File: config.mk
export PLATFORM = sky130hd
export DESIGN_NAME = cva6v_rvfi_retire_serializer
export DESIGN_NICKNAME = d
export VERILOG_FILES = /design/src/rtl/cva6v_rvfi_retire_serializer.sv
export SDC_FILE = /design/constraint.sdc
export NUM_CORES = 2
export LEC_CHECK = 0
export CAP_MARGIN = 10
export CELL_PAD_IN_SITES_DETAIL_PLACEMENT = 0
export CELL_PAD_IN_SITES_GLOBAL_PLACEMENT = 1
export CORE_UTILIZATION = 57
export DETAILED_ROUTE_END_ITERATION = 10
export GPL_TIMING_DRIVEN = 0
export PLACE_DENSITY_LB_ADDON = 0.1
export SLEW_MARGIN = 10
export SYNTH_ARGS = -nofsm -noshare
export SYNTH_HDL_FRONTEND = slang
export SYNTH_SLANG_ARGS = --single-unit
File: constraint.sdc
create_clock -name clk_i -period 30.7 [get_ports clk_i]
set_clock_uncertainty 0.2 [all_clocks]
set_input_delay 4.605 -clock clk_i [delete_from_list [all_inputs] [get_ports clk_i]]
set_output_delay 4.605 -clock clk_i [all_outputs]
set_load 0.05 [all_outputs]
File: src/rtl/cva6v_rvfi_retire_serializer.sv
// cva6v_rvfi_retire_serializer
// Compacts up to NrCommitPorts RVFI retirement records per cycle into a FIFO
// and replays them as one in-order valid/ready stream, each record tagged with
// a 64-bit retire sequence number. Commit cannot be stalled, so a cycle whose
// records do not all fit is dropped as a whole and reported.
// Optional feature macro: CVA6V_RVFI_SER_DROP_CNT_EN builds the saturating
// 32-bit drop counter; without it dropped_cnt_o is tied to 0.
// Records are opaque DATA_W-bit vectors; bit VALID_IDX holds the .valid field.
module cva6v_rvfi_retire_serializer #(
  parameter int unsigned NrCommitPorts = 2,
  parameter int unsigned Depth         = 16,
  parameter int unsigned DATA_W        = 64,
  parameter int unsigned VALID_IDX     = 0
) (
  input  logic                            clk_i,
  input  logic                            rst_i,
  input  logic [NrCommitPorts*DATA_W-1:0] rvfi_instr_i,
  input  logic                            flush_i,
  output logic                            trace_valid_o,
  input  logic                            trace_ready_i,
  output logic [DATA_W-1:0]               trace_instr_o,
  output logic [63:0]                     trace_seq_o,
  output logic                            overflow_o,
  output logic [31:0]                     dropped_cnt_o
);

  localparam int unsigned IDX_W = $clog2(Depth);
  localparam int unsigned PTR_W = IDX_W + 1;

  // Pointers carry one extra wrap bit so full and empty are distinguishable.
  logic [PTR_W-1:0]         wptr_q, rptr_q;
  logic [PTR_W-1:0]         count, free, n;
  logic [PTR_W-1:0]         rank [NrCommitPorts];
  logic [IDX_W-1:0]         widx [NrCommitPorts];
  logic [NrCommitPorts-1:0] in_vld;
  logic [63:0]              seq_q;
  logic                     empty, push, drop, pop;

  // Entry storage: data only, never reset; validity comes from the pointers.
  logic [DATA_W-1:0] instr_mem [Depth];
  logic [63:0]       seq_mem   [Depth];

`ifdef CVA6V_RVFI_SER_DROP_CNT_EN
  function automatic logic [31:0] sat_add32(input logic [31:0] a,
                                            input logic [PTR_W-1:0] b);
    logic [32:0] sum;
    sum = {1'b0, a} + 33'(b);
    return sum[32] ? 32'hFFFF_FFFF : sum[31:0];
  endfunction
`endif

  // Rank each valid port among this cycle's valid ports; rank is its slot offset.
  always_comb begin
    n = '0;
    for (int p = 0; p < NrCommitPorts; p++) begin
      in_vld[p] = rvfi_instr_i[p*DATA_W + VALID_IDX];
      rank[p]   = n;
      widx[p]   = wptr_q[IDX_W-1:0] + rank[p][IDX_W-1:0];
      n         = n + PTR_W'(in_vld[p]);
    end
  end

  // Admission is all-or-nothing against pre-pop free space; flush wins over both.
  always_comb begin
    count         = wptr_q - rptr_q;
    free          = PTR_W'(Depth) - count;
    empty         = (wptr_q == rptr_q);
    push          = !flush_i && (n != '0) && (n <= free);
    drop          = !flush_i && (n > free);
    trace_valid_o = !empty;
    pop           = trace_valid_o && trace_ready_i && !flush_i;
    trace_instr_o = empty ? '0 : instr_mem[rptr_q[IDX_W-1:0]];
    trace_seq_o   = empty ? '0 : seq_mem[rptr_q[IDX_W-1:0]];
  end

  // Write accepted records into consecutive slots with their sequence numbers.
  always_ff @(posedge clk_i) begin
    for (int p = 0; p < NrCommitPorts; p++) begin
      if (push && in_vld[p]) begin
        instr_mem[widx[p]] <= rvfi_instr_i[p*DATA_W +: DATA_W];
        seq_mem[widx[p]]   <= seq_q + 64'(rank[p]);
      end
    end
  end

  // Pointer, sequence and overflow control.
  always_ff @(posedge clk_i) begin
    if (rst_i) begin
      wptr_q     <= '0;
      rptr_q     <= '0;
      seq_q      <= '0;
      overflow_o <= 1'b0;
    end else begin
      seq_q <= seq_q + 64'(n);
      if (flush_i) begin
        wptr_q <= rptr_q;
      end else if (push) begin
        wptr_q <= wptr_q + n;
      end
      if (pop) begin
        rptr_q <= rptr_q + 1'b1;
      end
      if (drop) begin
        overflow_o <= 1'b1;
      end
    end
  end

`ifdef CVA6V_RVFI_SER_DROP_CNT_EN
  logic [31:0] drop_cnt_q;

  // Saturating count of records lost to overflow; flush does not touch it.
  always_ff @(posedge clk_i) begin
    if (rst_i) begin
      drop_cnt_q <= '0;
    end else if (drop) begin
      drop_cnt_q <= sat_add32(drop_cnt_q, n);
    end
  end

  assign dropped_cnt_o = drop_cnt_q;
`else
  assign dropped_cnt_o = '0;
`endif

endmodule

==> results.cfg <==
[timing]
period_minus_slack_ps = 10850
timing_hold_violations_final = 0
worst_pin_slew_ps = 1500
fmax_mhz = 92.1
max_slew_margin_pct = -0.253
fin_crit_sh_pct = 35.4
setup_viol = 0
fin_hold_ws_ps = 377
rsz0062_at_grt = false
drv_slew = 10

[flow_run]
maxCapViolCount = 1

[floorplanning]
fp-row-count = 163
start_util_pct = 57.4
die_h_um = 448
die_w_um = 448
coreArea_um2 = 197000
dieArea_um2 = 201000
io_pins = 294

[worst_setup_path]
cp_common_cell = buf_16
cp.depth = 18
worst_setup_path_end_kind = flip-flop
path_buf_inv = 11
crit_path_start_kind = input port
critical-path-top-delay-family = buffers and inverters
crit_chain = clkdlybuf4s50_1, ha_1, ha_1, and2_1, buf_2, and3_1, clkbuf_1, or2_2, buf_2, nand3_1, buf_2, buf_4, o21ai_4, buf_16, buf_16, buf_16, buf_16, buf_16
critPathArrivalTime_ps = 11220
slowest_delay_ps = 890
r2r_cells = 17
path_class = input port to flip-flop
cp.required_ps = 31060
cp_max_fo = 16
critical-path-slowest-cell = clkbuf_1

[min_path]
hp-class = flip-flop to flip-flop
whs_path_depth = 2

[detailed_routing]
drt_wl_total_um = 403000
wire_per_inst_um = 36.6
dr.pass1.iters = 6
ant_nets = 0
drc = 0
num_vias = 76500
viasPerCell = 6.94
drt_iter0_markers = 10700

[power_and_ir_drop]
p_leak_nw = 44.2
ir_drop_mv = 0.0641
power.density_nw_per_um2 = 54.7
power_mw = 7.14

[clock_network]
cts_hold_buf = 0
clk_pin_slew_worst_paths_ps = 60
cts-htree-levels = 4
cts_tree = built
clock_path_buffers = 3
cts_resized = 0
numCtsBuffers = 228
insertion_delay_ps = 900
postCtsSetupBuffers = 0
root_buffer = clkbuf_16
cts_sinks = 2127

[synthesis]
synth_seq_cells = 2127
yosysUniqueCellTypes = 73
synthesis.area_um2 = 113000
ys.flop_type = edfxtp_1
ys_seq_area_share_pct = 55.7
syn_area_per_cell_um2 = 15.1
netlist_instances = 7482
synth_edf_count = 2048
yosysWarnings = 0
postSynth.asyncResetShare_pct = 0

[placement]
gp_congestion = 0.980
dp_hpwl_um = 293000
portBuffers = 261
place_inst = 10600

[run_status]
violations = max-capacitance violations, max-slew violations
outcome = finished with violations

[global_routing]
antenna_found_initial = 19
grt-ovfl-total = 0
grt_pass1_wl_um = 563000
grt_pass1_vias = 76000
grt_max_degree = 23
grt_usage_pct = 40.2

[cells_and_area]
area_growth_pct = 15.3
nets = 8320
final_cells = 11000
drive_gt1_share_pct = 32.5
final_core_util_pct = 66.2
[cell usage in the layout, fill, tap and decap left out, types with 207 or more instances in the layout]
cell             Yosys  routed
buf_2              186     207
mux4_2             640     640
xnor2_1            264     264
nor4_1             587     583
clkbuf_16            0     235
mux2_2            1206    1206
clkbuf_1           593     619
xor2_1             607     607
edfxtp_1          2048    2048
clkdlybuf4s50_1      0     261
[tightest hold or removal path, stage by stage, from the launching register on]
cell	delay, ps
dfxtp_1	370
inv_1	80
a2111oi_0	80
[registers in the layout (all words and copies together) (netlist names), named ones only]
signal	flops
instr_mem	1024
seq_mem	1024
seq_q	64
rptr_q	5
wptr_q	5
overflow_o	1
[power by group]
| group | internal, mW | leakage, nW | switching [mW] |
|---|---|---|---|
| clock network | 1.54 | 3.55 | 1.20 |
| logic | 0.393 | 21.1 | 0.769 |
| registers | 3.23 | 19.5 | 0.0158 |
| total | 5.16 | 44.2 | 1.98 |
[synth_stat cells (73+ instances only)]
| cell | count | area, µm² |
|---|---|---|
| edfxtp_1 | 2048 | 61500 |
| nor3_1 | 155 | 776 |
| and2_1 | 137 | 857 |
| nor4_1 | 587 | 3670 |
| nand3_1 | 107 | 536 |
| xor2_1 | 607 | 5320 |
| nor2_1 | 80 | 300 |
| dfxtp_1 | 79 | 1580 |
| buf_2 | 186 | 931 |
| mux4_2 | 640 | 14400 |
| mux2_2 | 1206 | 13600 |
| nand2_1 | 97 | 364 |
| xnor2_1 | 264 | 2310 |
| buf_1 | 73 | 274 |
| nand4_1 | 139 | 870 |
| clkbuf_1 | 593 | 2230 |
[through the flow]
step | setup WS, ps | area (µm²) | TNS [ps]
2_1_floorplan | 13770 | 113000 | 0
3_3_place_gp | -2010 | 119000 | -464300
3_5_place_dp | 18970 | 123000 | 0
4_1_cts | 19890 | 131000 | 0
5_1_grt | 19990 | 131000 | 0
6_report | 19850 | 131000 | 0
[kinds of logic after synthesis]
family	after synthesis	share of synthesized area, %
adder cells (fa/ha/maj)	23	0.274
multiplexers	1858	24.8
other	1	0.00331
AO/OA/AOI/OAI	196	1.22
XOR/XNOR	873	6.77
AND/OR/NAND/NOR	1447	7.62
buffers and inverters	957	3.63
flip-flops	2127	55.7
[area by class of cell]
| class | count | area (µm²) |
|---|---|---|
| fill | 14300 | 66700 |
| timing repair buffer | 422 | 6270 |
| multi-input combinational | 4429 | 46600 |
| buffer | 926 | 4070 |
| antenna | 11 | 27.5 |
| tap | 2640 | 3300 |
| clock inverter | 132 | 1050 |
| inverter | 31 | 116 |
| clock buffer | 299 | 6210 |
| sequential | 2127 | 63100 |
[per-layer routing]
layer / part of all wire (%) / vias to the layer above / wire length [µm] / track usage (%)
met1: 36 / 39100 / 143000 / 51.3
met2: 46 / 5165 / 185000 / 62.4
met4: 7.5 / 16 / 30000 / 25.6
met5: 0.028 / - / 113 / 0
li1: - / 31000 / - / -
met3: 11 / 1268 / 44400 / 8.96
[path summary, 6_finish.rpt]
path	from	end	slack, ps
setup / recovery	rvfi_instr_i[0]	instr_mem[15][50]$_DFFE_PP_	19850
hold / removal	rptr_q[2]$_SDFFE_PP0P_	wptr_q[2]$_SDFFE_PP0P_	380
setup reg to reg	wptr_q[0]$_SDFFE_PP0P_	instr_mem[13][50]$_DFFE_PP_	24010
hold reg to reg	rptr_q[2]$_SDFFE_PP0P_	wptr_q[2]$_SDFFE_PP0P_	380
Note: power is estimated with default switching activity, not from simulation.
